[src/rtl/mul_rr_scheduler.sv]
// mul_rr_scheduler: round-robin scheduler sharing one sequential multiplier
// engine among NUM_REQ requesters. Jobs with a zero operand skip the engine.
// Optional watchdog on the engine wait: define MUL_SCHED_TIMEOUT_EN.
//
// Handshakes: a transfer happens on a rising clk edge where valid && ready
// are both high. valid, once raised by the source, is not required to stay
// up, since only the accept-cycle payload matters. req_ready is one-hot or
// zero and only asserted in IDLE. rsp_valid and all rsp_* fields stay
// stable until rsp_ready is seen high with rsp_valid.
module mul_rr_scheduler #(
    parameter int NUM_REQ = 4,
    parameter int WIDTH   = 4,
    parameter int ID_W    = 2,
    parameter int TIMEOUT = 64
) (
    input  logic                     clk,
    input  logic                     reset,
    input  logic [NUM_REQ-1:0]       req_valid,
    output logic [NUM_REQ-1:0]       req_ready,
    input  logic [NUM_REQ*WIDTH-1:0] req_a,
    input  logic [NUM_REQ*WIDTH-1:0] req_b,
    output logic                     rsp_valid,
    input  logic                     rsp_ready,
    output logic [ID_W-1:0]          rsp_id,
    output logic [2*WIDTH-1:0]       rsp_product,
    output logic                     rsp_err,
    output logic                     mul_start,
    output logic [WIDTH-1:0]         mul_a,
    output logic [WIDTH-1:0]         mul_b,
    input  logic                     mul_done,
    input  logic [2*WIDTH-1:0]       mul_product,
    output logic                     mul_abort,
    output logic                     busy,
    output logic [1:0]               dbg_state
);

    typedef enum logic [1:0] {S_IDLE, S_ISSUE, S_WAIT, S_RESP} state_t;

    state_t             state_q, state_d;
    logic [ID_W-1:0]    last_grant_q, last_grant_d;
    logic [ID_W-1:0]    id_q, id_d;
    logic [WIDTH-1:0]   a_q, a_d, b_q, b_d;
    logic [2*WIDTH-1:0] prod_q, prod_d;
    logic               rsp_valid_q, rsp_valid_d;
    logic               mul_start_q, mul_start_d;

    logic               grant_found;
    logic [ID_W-1:0]    grant_idx;
    int unsigned        cand;
    logic [WIDTH-1:0]   sel_a, sel_b;

`ifdef MUL_SCHED_TIMEOUT_EN
    localparam int WD_W = $clog2(TIMEOUT + 1);
    logic [WD_W-1:0]    wdog_q, wdog_d;
    logic               err_q, err_d;
    logic               abort_q, abort_d;
`endif

    // Rotating priority search: first valid requester after the last grant.
    always_comb begin
        grant_found = 1'b0;
        grant_idx   = '0;
        cand        = 0;
        for (int k = 1; k <= NUM_REQ; k++) begin
            cand = (int'(last_grant_q) + k) % NUM_REQ;
            if (!grant_found && req_valid[ID_W'(cand)]) begin
                grant_found = 1'b1;
                grant_idx   = ID_W'(cand);
            end
        end
    end

    // Operand mux for the granted requester.
    always_comb begin
        sel_a = '0;
        sel_b = '0;
        for (int j = 0; j < NUM_REQ; j++) begin
            if (grant_idx == ID_W'(j)) begin
                sel_a = req_a[j*WIDTH +: WIDTH];
                sel_b = req_b[j*WIDTH +: WIDTH];
            end
        end
    end

    // Accept strobe: only in IDLE, held off while reset is asserted.
    always_comb begin
        req_ready = '0;
        if (!reset && state_q == S_IDLE && grant_found) begin
            req_ready[grant_idx] = 1'b1;
        end
    end

    // Next-state and next-output computation for the scheduler FSM.
    always_comb begin
        state_d      = state_q;
        last_grant_d = last_grant_q;
        id_d         = id_q;
        a_d          = a_q;
        b_d          = b_q;
        prod_d       = prod_q;
        rsp_valid_d  = rsp_valid_q;
        mul_start_d  = 1'b0;
`ifdef MUL_SCHED_TIMEOUT_EN
        wdog_d       = wdog_q;
        err_d        = err_q;
        abort_d      = 1'b0;
`endif
        case (state_q)
            S_IDLE: begin
                if (grant_found) begin
                    last_grant_d = grant_idx;
                    id_d         = grant_idx;
                    a_d          = sel_a;
                    b_d          = sel_b;
`ifdef MUL_SCHED_TIMEOUT_EN
                    err_d        = 1'b0;
`endif
                    if (sel_a == '0 || sel_b == '0) begin
                        prod_d      = '0;
                        rsp_valid_d = 1'b1;
                        state_d     = S_RESP;
                    end else begin
                        mul_start_d = 1'b1;
                        state_d     = S_ISSUE;
                    end
                end
            end
            S_ISSUE: begin
`ifdef MUL_SCHED_TIMEOUT_EN
                wdog_d  = '0;
`endif
                state_d = S_WAIT;
            end
            S_WAIT: begin
                // A done arriving on the last allowed cycle still wins.
                if (mul_done) begin
                    prod_d      = mul_product;
                    rsp_valid_d = 1'b1;
                    state_d     = S_RESP;
                end
`ifdef MUL_SCHED_TIMEOUT_EN
                else if (wdog_q == WD_W'(TIMEOUT - 1)) begin
                    abort_d     = 1'b1;
                    err_d       = 1'b1;
                    prod_d      = '0;
                    rsp_valid_d = 1'b1;
                    state_d     = S_RESP;
                end else begin
                    wdog_d = wdog_q + 1'b1;
                end
`endif
            end
            S_RESP: begin
                if (rsp_ready) begin
                    rsp_valid_d = 1'b0;
                    state_d     = S_IDLE;
                end
            end
            default: state_d = S_IDLE;
        endcase
    end

    // Scheduler state and registered outputs; reset discards any job.
    always_ff @(posedge clk or posedge reset) begin
        if (reset) begin
            state_q      <= S_IDLE;
            last_grant_q <= ID_W'(NUM_REQ - 1);
            id_q         <= '0;
            a_q          <= '0;
            b_q          <= '0;
            prod_q       <= '0;
            rsp_valid_q  <= 1'b0;
            mul_start_q  <= 1'b0;
`ifdef MUL_SCHED_TIMEOUT_EN
            wdog_q       <= '0;
            err_q        <= 1'b0;
            abort_q      <= 1'b0;
`endif
        end else begin
            state_q      <= state_d;
            last_grant_q <= last_grant_d;
            id_q         <= id_d;
            a_q          <= a_d;
            b_q          <= b_d;
            prod_q       <= prod_d;
            rsp_valid_q  <= rsp_valid_d;
            mul_start_q  <= mul_start_d;
`ifdef MUL_SCHED_TIMEOUT_EN
            wdog_q       <= wdog_d;
            err_q        <= err_d;
            abort_q      <= abort_d;
`endif
        end
    end

    assign rsp_valid   = rsp_valid_q;
    assign rsp_id      = id_q;
    assign rsp_product = prod_q;
    assign mul_start   = mul_start_q;
    assign mul_a       = a_q;
    assign mul_b       = b_q;
    assign busy        = (state_q != S_IDLE);
    assign dbg_state   = state_q;

`ifdef MUL_SCHED_TIMEOUT_EN
    assign rsp_err   = err_q;
    assign mul_abort = abort_q;
`else
    logic unused_timeout;
    assign unused_timeout = (TIMEOUT < 2);
    assign rsp_err        = 1'b0;
    assign mul_abort      = 1'b0;
`endif

endmodule
[config.mk]
export PLATFORM = sky130hd
export DESIGN_NAME = mul_rr_scheduler
export DESIGN_NICKNAME = d
export VERILOG_FILES = /design/src/rtl/mul_rr_scheduler.sv
export SDC_FILE = /design/constraint.sdc
export NUM_CORES = 1
export LEC_CHECK = 0
export ABC_CLOCK_PERIOD_IN_PS = 5350
export BUFFER_PORTS_ARGS = -buffer_cell sky130_fd_sc_hd__buf_4
export CORE_MARGIN = 2
export CORE_UTILIZATION = 50
export CTS_BUF_LIST = sky130_fd_sc_hd__clkbuf_4
export DETAILED_ROUTE_END_ITERATION = 8
export PLACE_DENSITY = 0.85
export SKIP_CTS_REPAIR_TIMING = 1
export SLEW_MARGIN = 20
export SYNTH_ARGS = -nofsm -noshare
export SYNTH_HDL_FRONTEND = slang
export SYNTH_SLANG_ARGS = --single-unit
[constraint.sdc]
create_clock -name clk -period 5.35 [get_ports clk]
set_input_delay 0.8025 -clock clk [delete_from_list [all_inputs] [get_ports clk]]
set_output_delay 0.8025 -clock clk [all_outputs]
set_load 0.005 [all_outputs]
==> impl_results.md, run 1 <==
- Synth async-reset ratio: 1.00
- Period utilization: 0.613
- Dpl hpwl: approximately 2700 um
- Worst-path clk slew: between 0.1 and 0.15 ns
- Routability cong.: between 0.7 and 0.8
- Pin count of the biggest net entering global routing: 25
- CTS buffer count: 3
- Clk buf depth: 2
- Number of global-route vias before repair: 1228
- Sequential area share after synthesis: 0.408
- Leakage: 1.09 nW
- Hold EP: rsp_id[1]
- Syn Area/Cell: between 10 and 15 um2
- RR Startpoint: last_grant_q[1]
- Worst setup EP type: output port
- Height of the die: between 50 and 60 um
- Port Buf Inserts: between 70 and 80
- Hold path depth: 1
- Wire per inst: between 10 and 15 um
- GR Overflow Total: 0
- Worst setup SP type: primary input
- Post-synth top cells: mux2i_1, dfrtp_1, mux2_2
- Main synth FF type: dfrtp_1
- Worst R2R Setup Slack: ~2.4 ns
- Slew @ Worst Pin: 0.856 ns
- Final setup TNS: 0 ns
- Rel. slew slack: 0.429
- Total track usage: 0.208
- Root buf cell: clkbuf_4
- Req. time, crit path: roughly 4.6 ns
- Total iterations of the first detailed-routing run: 4
- Routed Antenna Nets: 0
- CTS H-tree depth: 1
- Pwr/cell area: 500 mW/mm2
- Leading area contributor after synthesis: dfrtp_1
- Post-synth top area share: 0.373
- Area Growth Syn to Fin: 38.9%
- Fin crit period: 3.28 ns
- DIE WIDTH: slightly below 60 um
- Worst reg2reg endpoint: rsp_product[4]
- Top post-synthesis cells by area: dfrtp_1, mux2i_1, mux2_2
- Status: complete, no violations
- Most common cell in the netlist: mux2i_1
- Antenna cell count: 0
- Ports: just under 80
- Clk Latency, worst-skew pair: ~0.31 ns
- Vias: about 1200
- Max Slew Vio Count: 0
- Number of DRC markers in iteration 0: 46
- Layout cells sized above 1: 0.490
- Highest achievable clock rate: slightly above 300 MHz
- Die area: ~0.0034 mm2
- Clock Skews: 0.00333 ns
- Post-synthesis cell type count: 30
- Setup-failing EPs final: 0
- Final Hold Fails: 0
- Vias per inst: 5.33
- RSZ-0062 raised after global routing: no
- Worst hold start: rsp_id[1]
- Synth Register Bits: 24
- Dpl ws: 2.04 ns
- Critical Path AT: roughly 2.5 ns
- Placeable Area: 0.00278 mm2
- CP max FO: 15
- Initial Util: 0.531
- Mapped Cells: approximately 130
- CTS Sinks: 24
- Reg2Reg Depth: 8
- Antenna violations before repair: 0
- Hold WC Path Type: flop to flop
- Max-Cap Viols: 0
- Yosys warns: 0
- Setup CP Type: primary input to output port
- # nets final: around 250
- First-pass GRT wire length: about 5500 um
- Wirelength, routed: around 3300 um
- Final WS setup: slightly above 2 ns
- Row count: 19
- CTS tree: yes
- Drt drc: 0
- Number of synthesized flops with an enable pin: 0
- Post-synth design cell area: between 0.001 and 0.0015 mm2
- Design Power: ~1.0 mW
- Maximum VDD drop: between 0.3 and 0.4 mV
[worst max-delay path by stage]
| stage | from | endpoint | slack (ns) | cells after the start |
|---|---|---|---|---|
| 4_1_cts | req_valid[1] | req_ready[3] | 2.06 | 6 |
| 6_report | req_valid[1] | req_ready[3] | 2.07 | 6 |
| 5_1_grt | req_valid[1] | req_ready[3] | 1.84 | 6 |
| 3_3_place_gp | req_valid[1] | req_ready[3] | 2.14 | 6 |
| 2_1_floorplan | req_valid[1] | req_ready[2] | 2.61 | 5 |
| 3_5_place_dp | req_valid[0] | rsp_product[5] | 2.04 | 9 |
[kinds of logic (layout without fill, tap and decap cells)]
logic type / Yosys count / count (layout) / synth area share
other cells: 1 / 2 / 0.00254
buf+inv: 15 / 86 / 0.0610
flops: 24 / 24 / 0.408
fa+ha+maj: 4 / 4 / 0.0339
compound gates: 23 / 23 / 0.152
mux: 36 / 36 / 0.253
simple gates: 23 / 23 / 0.0898
[worst max-delay path: stages]
cell and delay (ns):
buf_4 0.13, nor4_1 0.47, nand2b_1 0.58, nor2_1 0.14
and3_1 0.22, buf_4 0.13
[power by group]
part	internal, mW	switching (mW)	leakage, nW	total (mW)
combinational	0.333	0.271	0.784	0.604
clock	0.0264	0.0511	0.0138	0.0775
sequential	0.279	0.0657	0.293	0.345
[layer usage]
| metal | up-vias | global-route usage | routed length (um) |
|---|---|---|---|
| met4 | 0 | 0.0432 | 23 |
| met3 | 3 | 0.0440 | 273 |
| met5 | - | 0 | 0 |
| met2 | 50 | 0.343 | 1660 |
| met1 | 572 | 0.283 | 1370 |
| li1 | 596 | - | - |
[cell type report]
| class | count | area, um2 |
|---|---|---|
| multi-input combinational | 88 | 793 |
| fill | 217 | 731 |
| sequential | 24 | 603 |
| timing repair buffer | 75 | 563 |
| tap | 31 | 38.8 |
| inverter | 8 | 30.0 |
| clock buffer | 3 | 22.5 |
[layout by cell type (no fill, tap or decap), types with 7 or more instances in the layout]
cell | Yosys | routed
mux2_2 | 10 | 10
a22o_1 | 8 | 8
inv_1 | 8 | 8
nor2_1 | 7 | 7
dfrtp_1 | 22 | 22
buf_4 | 2 | 75
mux2i_1 | 26 | 26
[flip-flops by register name, indices dropped and copies added (netlist names)]
name and count:
mul_b 4, rsp_product 8, mul_start 1, rsp_id 2, last_grant_q 2, rsp_valid 1, mul_a 4, dbg_state 2
[per-stage QoR]
| stage | util | hold slack, ns | cells | cell area, um2 |
|---|---|---|---|---|
| final | 0.737 | 0.516 | 229 | 2050 |
| after global routing | 0.737 | 0.516 | 229 | 2050 |
| after CTS | 0.737 | 0.512 | 229 | 2050 |
| after detailed placement | 0.729 | 0.484 | 226 | 2030 |
| after global placement | 0.729 | 0.463 | 226 | 2030 |
| after floorplan | - | 0.474 | 127 | 1480 |
Note: power is estimated with default switching activity, not from simulation.
==> inputs of run 2 (changes only) <==
--- a/config.mk
+++ b/config.mk
@@ -5,13 +5,14 @@
 export SDC_FILE = /design/constraint.sdc
 export NUM_CORES = 1
 export LEC_CHECK = 0
-export ABC_CLOCK_PERIOD_IN_PS = 5350
+export ABC_AREA = 1
+export ABC_CLOCK_PERIOD_IN_PS = 3200
 export BUFFER_PORTS_ARGS = -buffer_cell sky130_fd_sc_hd__buf_4
 export CORE_MARGIN = 2
-export CORE_UTILIZATION = 50
+export CORE_UTILIZATION = 48
 export CTS_BUF_LIST = sky130_fd_sc_hd__clkbuf_4
 export DETAILED_ROUTE_END_ITERATION = 8
-export PLACE_DENSITY = 0.85
+export PLACE_DENSITY = 0.8
 export SKIP_CTS_REPAIR_TIMING = 1
 export SLEW_MARGIN = 20
 export SYNTH_ARGS = -nofsm -noshare
==> constraint.sdc (replaced) <==
create_clock -name clk -period 3.2 [get_ports clk]
set_input_delay 0.48 -clock clk [delete_from_list [all_inputs] [get_ports clk]]
set_output_delay 0.48 -clock clk [all_outputs]
set_load 0.005 [all_outputs]
==> run 2 against run 1 <==
Non-clock buffer count is 5 higher. First-iteration DRC count is 41% higher. Flip-flop and latch count stayed put. Highest routed layer unchanged.
==> impl_results.md, run 2 <==
- Status: complete, no violations
- Initial Util: 0.499
- Total iterations of the first detailed-routing run: 4
- Number of DRC markers in iteration 0: between 60 and 70
- RR Startpoint: last_grant_q[0]
- Post-synthesis cell type count: 25
- Most common cell in the netlist: nand2_1
- Top post-synthesis cells by area: dfrtp_1, nand2_1, nand3_1
- Filler instances: between 300 and 400
- Row count: 21
- Final Instance Area: 0.00227 mm2
- Post-synth top area share: 0.331
- Die area: between 0.003 and 0.004 mm2
- Post-layout util: 0.682
- Max-Cap Viols: 0
- Vias: approximately 1800
- Ports: between 70 and 80
- Antenna violations before repair: 0
- Number of global-route vias before repair: 1752
- Synth async-reset ratio: 1.00
- Hold Slack: ~0.21 ns
- Max reg flops: 8
- Dpl hpwl: about 3300 um
- Height of the die: 62.9 um
- GR Overflow Total: 0
- Drt drc: 0
- Critical Path AT: roughly 2.4 ns
- Setup CP Type: flop to output port
- Hold WC Path Type: primary input to asynchronous set/reset pin
- Design Power: around 2.6 mW
- First-pass GRT wire length: 7380 um
- Final setup TNS: 0 ns
- Port Buf Inserts: 74
- Maximum VDD drop: 0.677 mV
- Max Slew Vio Count: 0
- CP max FO: 13
- Register area: about 600 um2
- Multi-input gate area: around 890 um2
- Fin crit period: 2.91 ns
- Pin count of the biggest net entering global routing: 26
- Number of synthesized flops with an enable pin: 0
- Syn Area/Cell: 6.79 um2
- Setup-failing EPs final: 0
- Root buf cell: clkbuf_4
- Most frequent cells in the layout: nand2_1, buf_4, nand3_1
- Final WS setup: ~0.29 ns
- Mapped Cells: between 200 and 250
- Total track usage: 0.225
- CTS H-tree depth: 1
- Yosys warns: 0
- Wirelength, routed: between 4000 and 5000 um
- Synth Register Bits: 24
- Req. time, crit path: around 2.7 ns
- Worst setup SP type: flop
- Clk buf depth: 2
- Main synth FF type: dfrtp_1
- RSZ-0062 raised after global routing: no
- Clk Latency, worst-skew pair: approximately 0.3 ns
- Cell Count, Final, Fillers Out: approximately 370
- Antenna cell count: 0
- Pwr/cell area: approximately 1200 mW/mm2
- Most common cell after layout, fill and taps aside: nand2_1
- Area Growth Syn to Fin: 36.7%
- Final Hold Fails: 0
- Clock Skews: 0.00340 ns
- Post-Place Cells: around 360
- # nets final: about 370
- Routed Antenna Nets: 0
- Dpl ws: ~0.37 ns
- Leakage: 1.30 nW
- DIE WIDTH: about 63 um
- Critical path launch point: last_grant_q[0]
- Vias per inst: ~5.0
- CTS buffer count: 3
- Routability cong.: 0.857
- Period utilization: 0.910
- Sequential area share after synthesis: 0.362
- Worst-path clk slew: roughly 0.12 ns
- Post-synth design cell area: ~0.0017 mm2
- Post-synth top cells: nand2_1, nand3_1, dfrtp_1
- CTS Sinks: 24
- Highest achievable clock rate: around 340 MHz
- Area post-placement: around 0.0022 mm2
- CTS tree: yes
- Wire per inst: about 12 um
- Placeable Area: around 0.0033 mm2
- Layout cells sized above 1: 0.332
- Worst setup EP type: output port
- Leading area contributor after synthesis: dfrtp_1
[run 2: path summary, 6_finish.rpt]
path / slack [ns] / cells after the start / to
setup / recovery: 0.29 / 14 / req_ready[3]
hold / removal: 0.21 / 3 / rsp_product[4]
setup reg to reg: 0.39 / 18 / rsp_product[2]
hold reg to reg: 0.49 / 2 / rsp_product[4]
max in group asynchronous: 2.70 / 3 / last_grant_q[0]
min in group clk: 0.42 / 3 / rsp_product[0]
[run 2: layer usage]
layer | vias to the layer above | track usage | wire length (um)
li1 | 934 | - | -
met1 | 841 | 0.271 | 1760
met2 | 59 | 0.416 | 2280
met3 | 4 | 0.0378 | 216
met4 | 0 | 0.0472 | 28
met5 | - | 0 | 0
[run 2: power breakdown]
part	internal, mW	switching, mW
clock network	0.0570	0.0839
logic	0.721	1.20
registers	0.459	0.104
[run 2: layout make-up]
type,count,area share
multi-input cells,187,0.393
flip-flops and latches,24,0.265
repair buffers,80,0.264
inverters,24,0.0396
well taps,46,0.0253
clock buffers,4,0.0132
[run 2: logic make-up after synthesis]
kind of cell / after synthesis / synth area share
simple gates: 174 / 0.477
buf+inv: 35 / 0.105
flops: 24 / 0.362
compound gates: 7 / 0.0241
fa+ha+maj: 4 / 0.0301
other cells: 1 / 0.00225
[run 2: critical path, cell delays in order (launching register included)]
cell     delay, ns
dfstp_2       0.64
inv_2         0.12
nand2_1       0.07
nand2_1       0.09
nand2_2       0.10
nand2_2       0.09
nor2_4        0.11
nand2_1       0.07
nor2_1        0.17
inv_2         0.06
nand2_1       0.08
inv_1         0.18
nand2_2       0.15
nor3_1        0.06
buf_4         0.15
